[src/rtl/bht_if.sv]
// Lookup / update bundle between the fetch+execute pipeline (master) and the branch history table (slave).
interface bht_if #(
  parameter int ADDR_W = 32
);
  logic              en;
  logic              flush;
  logic [ADDR_W-1:0] pc_if;
  logic              pred_hit;
  logic              pred_taken;
  logic [ADDR_W-1:0] pred_target;
  logic [1:0]        pred_state;
  logic              upd_valid;
  logic [ADDR_W-1:0] upd_pc;
  logic [1:0]        upd_state;
  logic              upd_hit;
  logic              upd_taken;
  logic [ADDR_W-1:0] upd_target;
  logic              ready;

  modport master (
    output en, flush, pc_if, upd_valid, upd_pc, upd_state, upd_hit, upd_taken, upd_target,
    input  pred_hit, pred_taken, pred_target, pred_state, ready
  );

  modport slave (
    input  en, flush, pc_if, upd_valid, upd_pc, upd_state, upd_hit, upd_taken, upd_target,
    output pred_hit, pred_taken, pred_target, pred_state, ready
  );
endinterface

[src/rtl/bht_predict_update.sv]
// Direct-mapped, tagged branch history table with 2-bit saturating counters and stored targets.
// A sweep FSM invalidates every entry after reset or flush before the table reports ready.
module bht_predict_update #(
  parameter int         INDEX_W     = 6,
  parameter int         TAG_W       = 8,
  parameter int         ADDR_W      = 32,
  parameter logic [1:0] ALLOC_STATE = 2'b10
) (
  input  logic clk,
  input  logic rst_n,
  bht_if.slave bus
);
  localparam int DEPTH = 1 << INDEX_W;

  typedef enum logic {SWEEP, RUN} fsm_t;

  fsm_t               fsm;
  logic [INDEX_W-1:0] sweep_idx;
  logic               ready_r;
  logic [DEPTH-1:0]   valid;

  logic [TAG_W-1:0]   tag_mem [DEPTH];
  logic [ADDR_W-1:0]  tgt_mem [DEPTH];
  logic [1:0]         ctr_mem [DEPTH];

  function automatic logic [1:0] sat_next(input logic [1:0] s, input logic taken);
    if (taken) return (s == 2'b11) ? s : s + 2'd1;
    return (s == 2'b00) ? s : s - 2'd1;
  endfunction

  // Lookup reads the registered table; gating on ready_r hides stale entries during the sweep.
  logic [INDEX_W-1:0] lk_idx;
  logic [TAG_W-1:0]   lk_tag;
  logic               lk_hit;

  assign lk_idx = bus.pc_if[INDEX_W+1:2];
  assign lk_tag = bus.pc_if[INDEX_W+TAG_W+1:INDEX_W+2];
  assign lk_hit = ready_r & valid[lk_idx] & (tag_mem[lk_idx] == lk_tag);

  assign bus.pred_hit    = lk_hit;
  assign bus.pred_taken  = lk_hit & ctr_mem[lk_idx][1];
  assign bus.pred_target = lk_hit ? tgt_mem[lk_idx] : '0;
  assign bus.pred_state  = lk_hit ? ctr_mem[lk_idx] : 2'b00;
  assign bus.ready       = ready_r;

  // A carried hit only counts if the entry still belongs to this branch.
  logic [INDEX_W-1:0] up_idx;
  logic [TAG_W-1:0]   up_tag;
  logic               up_go;
  logic               up_match;

  assign up_idx   = bus.upd_pc[INDEX_W+1:2];
  assign up_tag   = bus.upd_pc[INDEX_W+TAG_W+1:INDEX_W+2];
  assign up_go    = ready_r & bus.en & bus.upd_valid & ~bus.flush;
  assign up_match = bus.upd_hit & valid[up_idx] & (tag_mem[up_idx] == up_tag);

  logic unused_pc_bits;
  assign unused_pc_bits = ^{bus.pc_if[1:0], bus.pc_if[ADDR_W-1:INDEX_W+TAG_W+2],
                            bus.upd_pc[1:0], bus.upd_pc[ADDR_W-1:INDEX_W+TAG_W+2]};

  always_ff @(posedge clk or negedge rst_n) begin
    if (!rst_n) begin
      fsm       <= SWEEP;
      sweep_idx <= '0;
      ready_r   <= 1'b0;
      valid     <= '0;
    end else if (bus.flush) begin
      fsm       <= SWEEP;
      sweep_idx <= '0;
      ready_r   <= 1'b0;
    end else begin
      case (fsm)
        SWEEP: begin
          valid[sweep_idx] <= 1'b0;
          sweep_idx        <= sweep_idx + 1'b1;
          if (sweep_idx == INDEX_W'(DEPTH - 1)) begin
            fsm     <= RUN;
            ready_r <= 1'b1;
          end
        end
        RUN: begin
          if (up_go && !up_match && bus.upd_taken) valid[up_idx] <= 1'b1;
        end
        default: begin
          fsm     <= SWEEP;
          ready_r <= 1'b0;
        end
      endcase
    end
  end

  // Entry payload carries no reset; valid alone decides whether it is visible.
  always_ff @(posedge clk) begin
    if (up_go) begin
      if (up_match) begin
        ctr_mem[up_idx] <= sat_next(bus.upd_state, bus.upd_taken);
        if (bus.upd_taken) tgt_mem[up_idx] <= bus.upd_target;
      end else if (bus.upd_taken) begin
        tag_mem[up_idx] <= up_tag;
        tgt_mem[up_idx] <= bus.upd_target;
        ctr_mem[up_idx] <= ALLOC_STATE;
      end
    end
  end
endmodule
[src/flat_wrapper.sv]
// flat-port wrapper written by rule: the top's interface ports become plain ports
module bht_predict_update_flat 
#(
  parameter int         INDEX_W     = 6,
  parameter int         TAG_W       = 8,
  parameter int         ADDR_W      = 32,
  parameter logic [1:0] ALLOC_STATE = 2'b10
)
  (clk, rst_n, bus_en, bus_flush, bus_pc_if, bus_upd_valid, bus_upd_pc, bus_upd_state, bus_upd_hit, bus_upd_taken, bus_upd_target, bus_pred_hit, bus_pred_taken, bus_pred_target, bus_pred_state, bus_ready);
  bht_if #(.ADDR_W(ADDR_W)) bus_i ();
  input  logic clk;
  input  logic rst_n;
  input wire logic [$bits(bus_i.en)-1:0] bus_en;
  input wire logic [$bits(bus_i.flush)-1:0] bus_flush;
  input wire logic [$bits(bus_i.pc_if)-1:0] bus_pc_if;
  input wire logic [$bits(bus_i.upd_valid)-1:0] bus_upd_valid;
  input wire logic [$bits(bus_i.upd_pc)-1:0] bus_upd_pc;
  input wire logic [$bits(bus_i.upd_state)-1:0] bus_upd_state;
  input wire logic [$bits(bus_i.upd_hit)-1:0] bus_upd_hit;
  input wire logic [$bits(bus_i.upd_taken)-1:0] bus_upd_taken;
  input wire logic [$bits(bus_i.upd_target)-1:0] bus_upd_target;
  output wire logic [$bits(bus_i.pred_hit)-1:0] bus_pred_hit;
  output wire logic [$bits(bus_i.pred_taken)-1:0] bus_pred_taken;
  output wire logic [$bits(bus_i.pred_target)-1:0] bus_pred_target;
  output wire logic [$bits(bus_i.pred_state)-1:0] bus_pred_state;
  output wire logic [$bits(bus_i.ready)-1:0] bus_ready;
  assign bus_i.en = bus_en;
  assign bus_i.flush = bus_flush;
  assign bus_i.pc_if = bus_pc_if;
  assign bus_i.upd_valid = bus_upd_valid;
  assign bus_i.upd_pc = bus_upd_pc;
  assign bus_i.upd_state = bus_upd_state;
  assign bus_i.upd_hit = bus_upd_hit;
  assign bus_i.upd_taken = bus_upd_taken;
  assign bus_i.upd_target = bus_upd_target;
  assign bus_pred_hit = bus_i.pred_hit;
  assign bus_pred_taken = bus_i.pred_taken;
  assign bus_pred_target = bus_i.pred_target;
  assign bus_pred_state = bus_i.pred_state;
  assign bus_ready = bus_i.ready;
  bht_predict_update #(.INDEX_W(INDEX_W), .TAG_W(TAG_W), .ADDR_W(ADDR_W), .ALLOC_STATE(ALLOC_STATE)) u_core (.clk(clk), .rst_n(rst_n), .bus(bus_i));
endmodule
[config.mk]
export PLATFORM = sky130hd
export DESIGN_NAME = bht_predict_update_flat
export DESIGN_NICKNAME = d
export VERILOG_FILES = /design/src/rtl/bht_if.sv /design/src/rtl/bht_predict_update.sv /design/src/flat_wrapper.sv
export SDC_FILE = /design/constraint.sdc
export NUM_CORES = 2
export LEC_CHECK = 0
export ABC_AREA = 1
export CAP_MARGIN = 20
export CORE_MARGIN = 4
export CORE_UTILIZATION = 30
export DETAILED_ROUTE_END_ITERATION = 10
export PLACE_DENSITY = 0.41
export SLEW_MARGIN = 10
export SYNTH_ARGS = -nofsm -noshare
export SYNTH_HDL_FRONTEND = slang
export SYNTH_SLANG_ARGS = --single-unit
[constraint.sdc]
create_clock -name clk -period 5.4 [get_ports clk]
set_input_delay 1.08 -clock clk [delete_from_list [all_inputs] [get_ports clk]]
set_output_delay 1.08 -clock clk [all_outputs]
set_load 0.005 [all_outputs]
Word level (Yosys, flattened, before mapping)
Memory sizes are Yosys's and may differ from the RTL's.
Index checks and enable logic that the tools add are counted.

operators by class
  $add $sub $neg = 3
  $lt $le $gt $ge = 5
  eq/ne operators = 6
  mux-type cells = 40
  bitwise gates (word level) = 15
  reduce and logical (&&, ||, !) cells = 9

operators by type and width
  kind                                                                   number
  64-bit one-hot mux with 2 select lines                                 1
  64-bit bitwise AND                                                     1
  32-bit two-way mux                                                     2
  64-bit two-way mux                                                     1
  64-bit NOT                                                             1
  64-bit bitwise OR                                                      1
  1-bit two-way mux                                                      22
  6-bit by 7-bit < comparator with 1-bit output, second input constant   3
  8-bit equality test                                                    2
  2-bit two-way mux                                                      8
  1-bit binary-select mux with 6-bit select                              2
  1-bit demux with 6-bit select                                          2
  6-bit by 1-bit >= comparator with 1-bit output, second input constant  2
  6-bit two-way mux                                                      2
  1-bit bitwise AND                                                      8
  6-bit by 1-bit adder with 6-bit output, second input constant          1
  6-bit equality test, second input constant                             1
  1-bit logical AND                                                      4
  2-bit != test, second input constant                                   2
  2-bit AND reduction                                                    2
  2-bit by 1-bit adder with 2-bit output, second input constant          1
  2-bit equality test, second input constant                             1
  2-bit logical NOT                                                      1
  1-bit NOT                                                              2
  4 further kinds                                                        5

storage, ports and cells
  register bits after elaboration = 72
  RAM bits = 2688
  input port bits = 105
  output and inout port bits = 37
  word-level logic and storage cells = 85
  memories kept = 3

memory list
  memory          words  width  rd ports  clocked after Yosys merged registers in  write ports  line                      source
  u_core.tgt_mem  64     32     1         0                                        1            bht_predict_update.sv:23  logic [ADDR_W-1:0] tgt_mem [DEPTH];
  u_core.tag_mem  64     8      2         0                                        1            bht_predict_update.sv:22  logic [TAG_W-1:0] tag_mem [DEPTH];
  u_core.ctr_mem  64     2      1         0                                        1            bht_predict_update.sv:24  logic [1:0] ctr_mem [DEPTH];

Depth between registers and ports, before layout
  depth in word-level cells = 10
  mapped depth = 25
  gate-level depth less buffers = 22

Least setup slack after synthesis
Ideal clock, no wire load.

  path type = input to register
  from = input bus_upd_pc[4]
  to = memory u_core.ctr_mem[0][0], data pin
  data arrival time = 4.393 ns
  required time = 4.901 ns
  setup slack = 0.508 ns
  stages = 18
  path buffers = 3
  path through = buf_2 nor2_1 clkbuf_1 o211ai_1 nand2_1 o21ai_0 nand2_1 nor2_1 nand2_1 nand2_1 nand2_1 nand2_1 nor2_1 nand2_1 nor2_1 nor2_2 buf_2 nor2_1

between the ends
  cells in the longest elaborated chain, start to end = 8

RTL lines
  what                                                            line                       source
  start: declaration                                              flat_wrapper.sv:17         input wire logic [$bits(bus_i.upd_pc)-1:0] bus_upd_pc;
  branches (longest 3 deep; another with memory read 64 x 8 bit)  -
  1-bit bitwise AND (*)                                           bht_predict_update.sv:55   assign up_match = bus.upd_hit & valid[up_idx] & (tag_mem[up_idx] == up_tag);
  1-bit two-way mux (*)                                           bht_predict_update.sv:95   if (up_match) begin
  1-bit two-way mux (*)                                           bht_predict_update.sv:94   if (up_go) begin
  1-bit two-way mux (not written as such) (*)                     bht_predict_update.sv:101  ctr_mem[up_idx] <= ALLOC_STATE;
  2-bit two-way mux (no line) (*)                                 -
  end: declaration                                                bht_predict_update.sv:24

Mark *: on every way between the ends. The select of a mux whose other input is x is not followed.

Final worst setup path
  from = input bus_pc_if[3]
  to = output bus_pred_target[14]

between the ends
  cells in the longest elaborated chain, start to end = 5

RTL lines
  what                                                            line                      source
  start: declaration                                              flat_wrapper.sv:15        input wire logic [$bits(bus_i.pc_if)-1:0] bus_pc_if;
  branches (longest 4 deep; another with memory read 64 x 8 bit)  -
  32-bit two-way mux (*)                                          bht_predict_update.sv:42  assign bus.pred_target = lk_hit ? tgt_mem[lk_idx] : '0;
  end: declaration                                                flat_wrapper.sv:24        output wire logic [$bits(bus_i.pred_target)-1:0] bus_pred_target;

Marked as above.

==> results.sh <==
export IMPL_outcome="complete, but fails checks"
export IMPL_violations="setup timing"
export IMPL_root_buffer="clkbuf_16"
export IMPL_syn_nets=10171
export IMPL_synth_cell_types=37
export IMPL_drc=0
export IMPL_cp_arrival_ns=4.33
export IMPL_hpwl_mm=285.2
export IMPL_cp_end_kind="output pin"
export IMPL_p_leak_uw=0.04862
export IMPL_fillers=37664
export IMPL_rr_worst_depth=15
export IMPL_cts_sinks=2760
export IMPL_htree_levels=5
export IMPL_drv_slew=0
export IMPL_power_frac_clock_pct=43.5
export IMPL_max_stage_delay_ns=0.49
export IMPL_final_layout_size_suffix_gt1_share_pct=13.68
export IMPL_async_flop_share_pct=2.609
export IMPL_dr_pass1_iters=6
export IMPL_worst_setup_path_start_kind="input pin"
export IMPL_final_cell_mix="edfxtp_1 (2688), nand2_1 (1632), o21ai_0 (1386), nor2_1 (1110), buf_4 (557)"
export IMPL_path_clk_slew_ns=0.06
export IMPL_critPathKind="input pin to output pin"
export IMPL_path_common_cell="nand3_1"
export IMPL_die_w_um=632.7
export IMPL_synth_area_sq_um=117100
export IMPL_ant_nets=0
export IMPL_cp_slowest_cell="clkdlybuf4s50_1"
export IMPL_dieArea_sq_um=400300
export IMPL_avgSynthCellArea_sq_um=11.63
export IMPL_crit_required_ns=4.32
export IMPL_ys_seq_area_share_pct=70.48
export IMPL_hp_class="input pin to async pin"
export IMPL_post_route_min_period_ns=5.407
export IMPL_grt_max_degree=116
export IMPL_syn2layout_area_growth_pct=21.10
export IMPL_overflow=0
export IMPL_via_count=86149
export IMPL_fin_skew_ns=0.08171
export IMPL_peakVddDrop_mv=0.2506
export IMPL_synth_flop_cell="edfxtp_1"
export IMPL_synth_seq_cells=2760
export IMPL_cts_tree="done"
export IMPL_power_frac_comb_pct=7.9
export IMPL_coreArea_sq_um=388800
export IMPL_grt_pass1_vias=82702
export IMPL_maxCapViolCount=0
export IMPL_ios=142
export IMPL_max_slew_margin_pct=26.03
export IMPL_antenna_found_initial=26
export IMPL_p_per_area_nw_per_um2=342.3
export IMPL_p_total_uw=48540
export IMPL_fin_setup_tns_ns=-0.007090
export IMPL_first_iter_violations=9614
export IMPL_r2r_start="u_core.tag_mem[26][4]$_DFFE_PP_"
export IMPL_power_switching_uw=11770
export IMPL_ctsHoldBuffers=0
export IMPL_wire_per_inst_um=29.11
export IMPL_r2r_setup_slack_ns=1.72
export IMPL_start_util_pct=30.11
export IMPL_grt_pass1_wl_mm=646.9
export IMPL_rsz0062_at_grt="yes"
export IMPL_gp_congestion=0.8593
export IMPL_setup_violations=1
export IMPL_grt_usage_pct=22.50
export IMPL_worstPathMaxFanout=24
export IMPL_clock_latency_ns=0.93
export IMPL_internal_power_uw=36770
export IMPL_netlist_instances=10065
export IMPL_tightest_slew_ns=1.110
export IMPL_cp_cell_sequence="buf_8 > inv_12 > buf_12 > buf_4 > a21oi_1 > o21ai_0 > nand3_1 > nand3_1 > nand3_1 > nand3_1 > nand2_1 > xor2_2 > nand4_1 > buf_12 > buf_12 > nor3_2 > buf_4 > clkdlybuf4s50_1"
export IMPL_swShare_pct=24.26
export IMPL_finalWorstSetupSlack_ns=-0.007090
export IMPL_final_common_cell="edfxtp_1"
export IMPL_fin_nets=10667
export IMPL_vias_per_cell=5.375
export IMPL_clockBufferDepth=4
export IMPL_reg2reg_to="u_core.ctr_mem[10][1]$_DFFE_PP_"
export IMPL_numCtsBuffers=324
export IMPL_portBuffers=105
export IMPL_period_share_pct=100.1
export IMPL_fmax_ghz=0.1849
export IMPL_synth_warnings=0
export IMPL_drt_wl_total_mm=466.5
export IMPL_rows=229
export IMPL_hold_viol_final=0
export IMPL_power_frac_seq_pct=48.6
export IMPL_synth_edf_count=2688
export IMPL_die_h_um=632.7
export IMPL_path_delay_family="buffers and inverters"
export IMPL_crit_buf_inv=8
export IMPL_final_util_pct=36.47
[state kept, by name, indices dropped and copies added (netlist names)]
| name | count |
|---|---|
| u_core.tag_mem | 512 |
| u_core.valid | 64 |
| u_core.fsm | 1 |
| u_core.bus.ready | 1 |
| u_core.ctr_mem | 128 |
| u_core.tgt_mem | 2048 |
| u_core.sweep_idx | 6 |
[synthesized netlist by cell type (all sizes together) (24+ instances only)]
cell    number  area, sq um
a32o        24        240.2
nand3      482         2412
inv        386         1449
o311ai      76        665.6
a21oi      552         2763
nand2     1638         6166
o211ai      49        367.9
o221ai     412         3608
buf        217         1081
o21ai     1418         7097
clkbuf     544         2042
nor2      1184         4457
or2         35        219.0
nor3       106        530.5
edfxtp    2688        80720
o22ai       28        175.2
dfrtp       72         1802
a221oi     118         1033
[layer usage]
metal / global-route usage [%] / routed length, um / part of all wire (%) / vias up
met3: 3.366 / 31090 / 6.7 / 630
met1: 32.37 / 210500 / 45 / 44206
li1: - / - / - / 37963
met2: 35.33 / 211100 / 45 / 3342
met4: 6.176 / 13700 / 2.9 / 8
met5: 0 / 57 / 0.012 / -
[worst max-delay path by stage]
stage                             start  depth (start not counted)                        endpoint  slack, ns
after global routing       bus_pc_if[3]                         18             bus_pred_target[14]      -0.09
after global placement     bus_pc_if[2]                         13             bus_pred_target[15]      -0.35
after CTS                  bus_pc_if[2]                         19             bus_pred_target[14]      -0.02
final                      bus_pc_if[3]                         18             bus_pred_target[14]     -0.007
after floorplan           bus_upd_pc[4]                         18  u_core.ctr_mem[0][0]$_DFFE_PP_       0.51
after detailed placement   bus_pc_if[2]                         13             bus_pred_target[15]      -0.40
[what timing repair did]
action                                  4_1_cts  5_1_grt
pin swaps                                     8        8
endpoints found under the setup margin       34       26
setup buffers                                 5        2
endpoints found under the hold margin         0        0
gates cloned                                  4        4
gates resized for setup                      62       64
[power groups by stage]
| stage | logic (uW) | clock network (uW) | registers [uW] |
|---|---|---|---|
| 2_1_floorplan | 1640 | 0 | 24000 |
| 3_3_place_gp | 3710 | 0 | 24000 |
| 3_5_place_dp | 3740 | 0 | 24000 |
| 4_1_cts | 3790 | 21600 | 23600 |
| 5_1_grt | 4100 | 22500 | 23600 |
| 6_report | 3830 | 21100 | 23600 |
[through the flow]
stage	worst slack (ns)	area [sq um]	instances	hold slack (ns)
3_5_place_dp	-0.4001	131000	15415	0.4842
2_1_floorplan	0.5082	117100	10065	0.4571
5_1_grt	-0.08515	141800	16019	0.05370
4_1_cts	-0.01698	141400	16005	0.002939
6_report	-0.007090	141800	16027	0.07121
3_3_place_gp	-0.3475	131000	15414	0.4741
[kinds of logic after synthesis]
kind of cell | count (synthesis) | synth area share [%]
AOI/OAI and AO/OA | 2690 | 13.71
and+or+nand+nor | 3459 | 11.85
DFF | 2760 | 70.48
adders and majority gates | 1 | 0.01069
xor gates and xnor gates | 3 | 0.02245
buffers and inverters | 1152 | 3.921
[layout make-up]
type	instances	area (sq um)	share of cell area [%]
Clock buffer	405	8571	6.045
Tap cell	5197	6502	4.586
Inverter	391	1521	1.073
Antenna cell	14	35.03	0.02471
Timing Repair Buffer	931	10480	7.388
Multi-Input combinational cell	6153	30780	21.71
Sequential cell	2760	82520	58.20
Clock inverter	176	1381	0.9742
(Power assumes the default switching activity.)
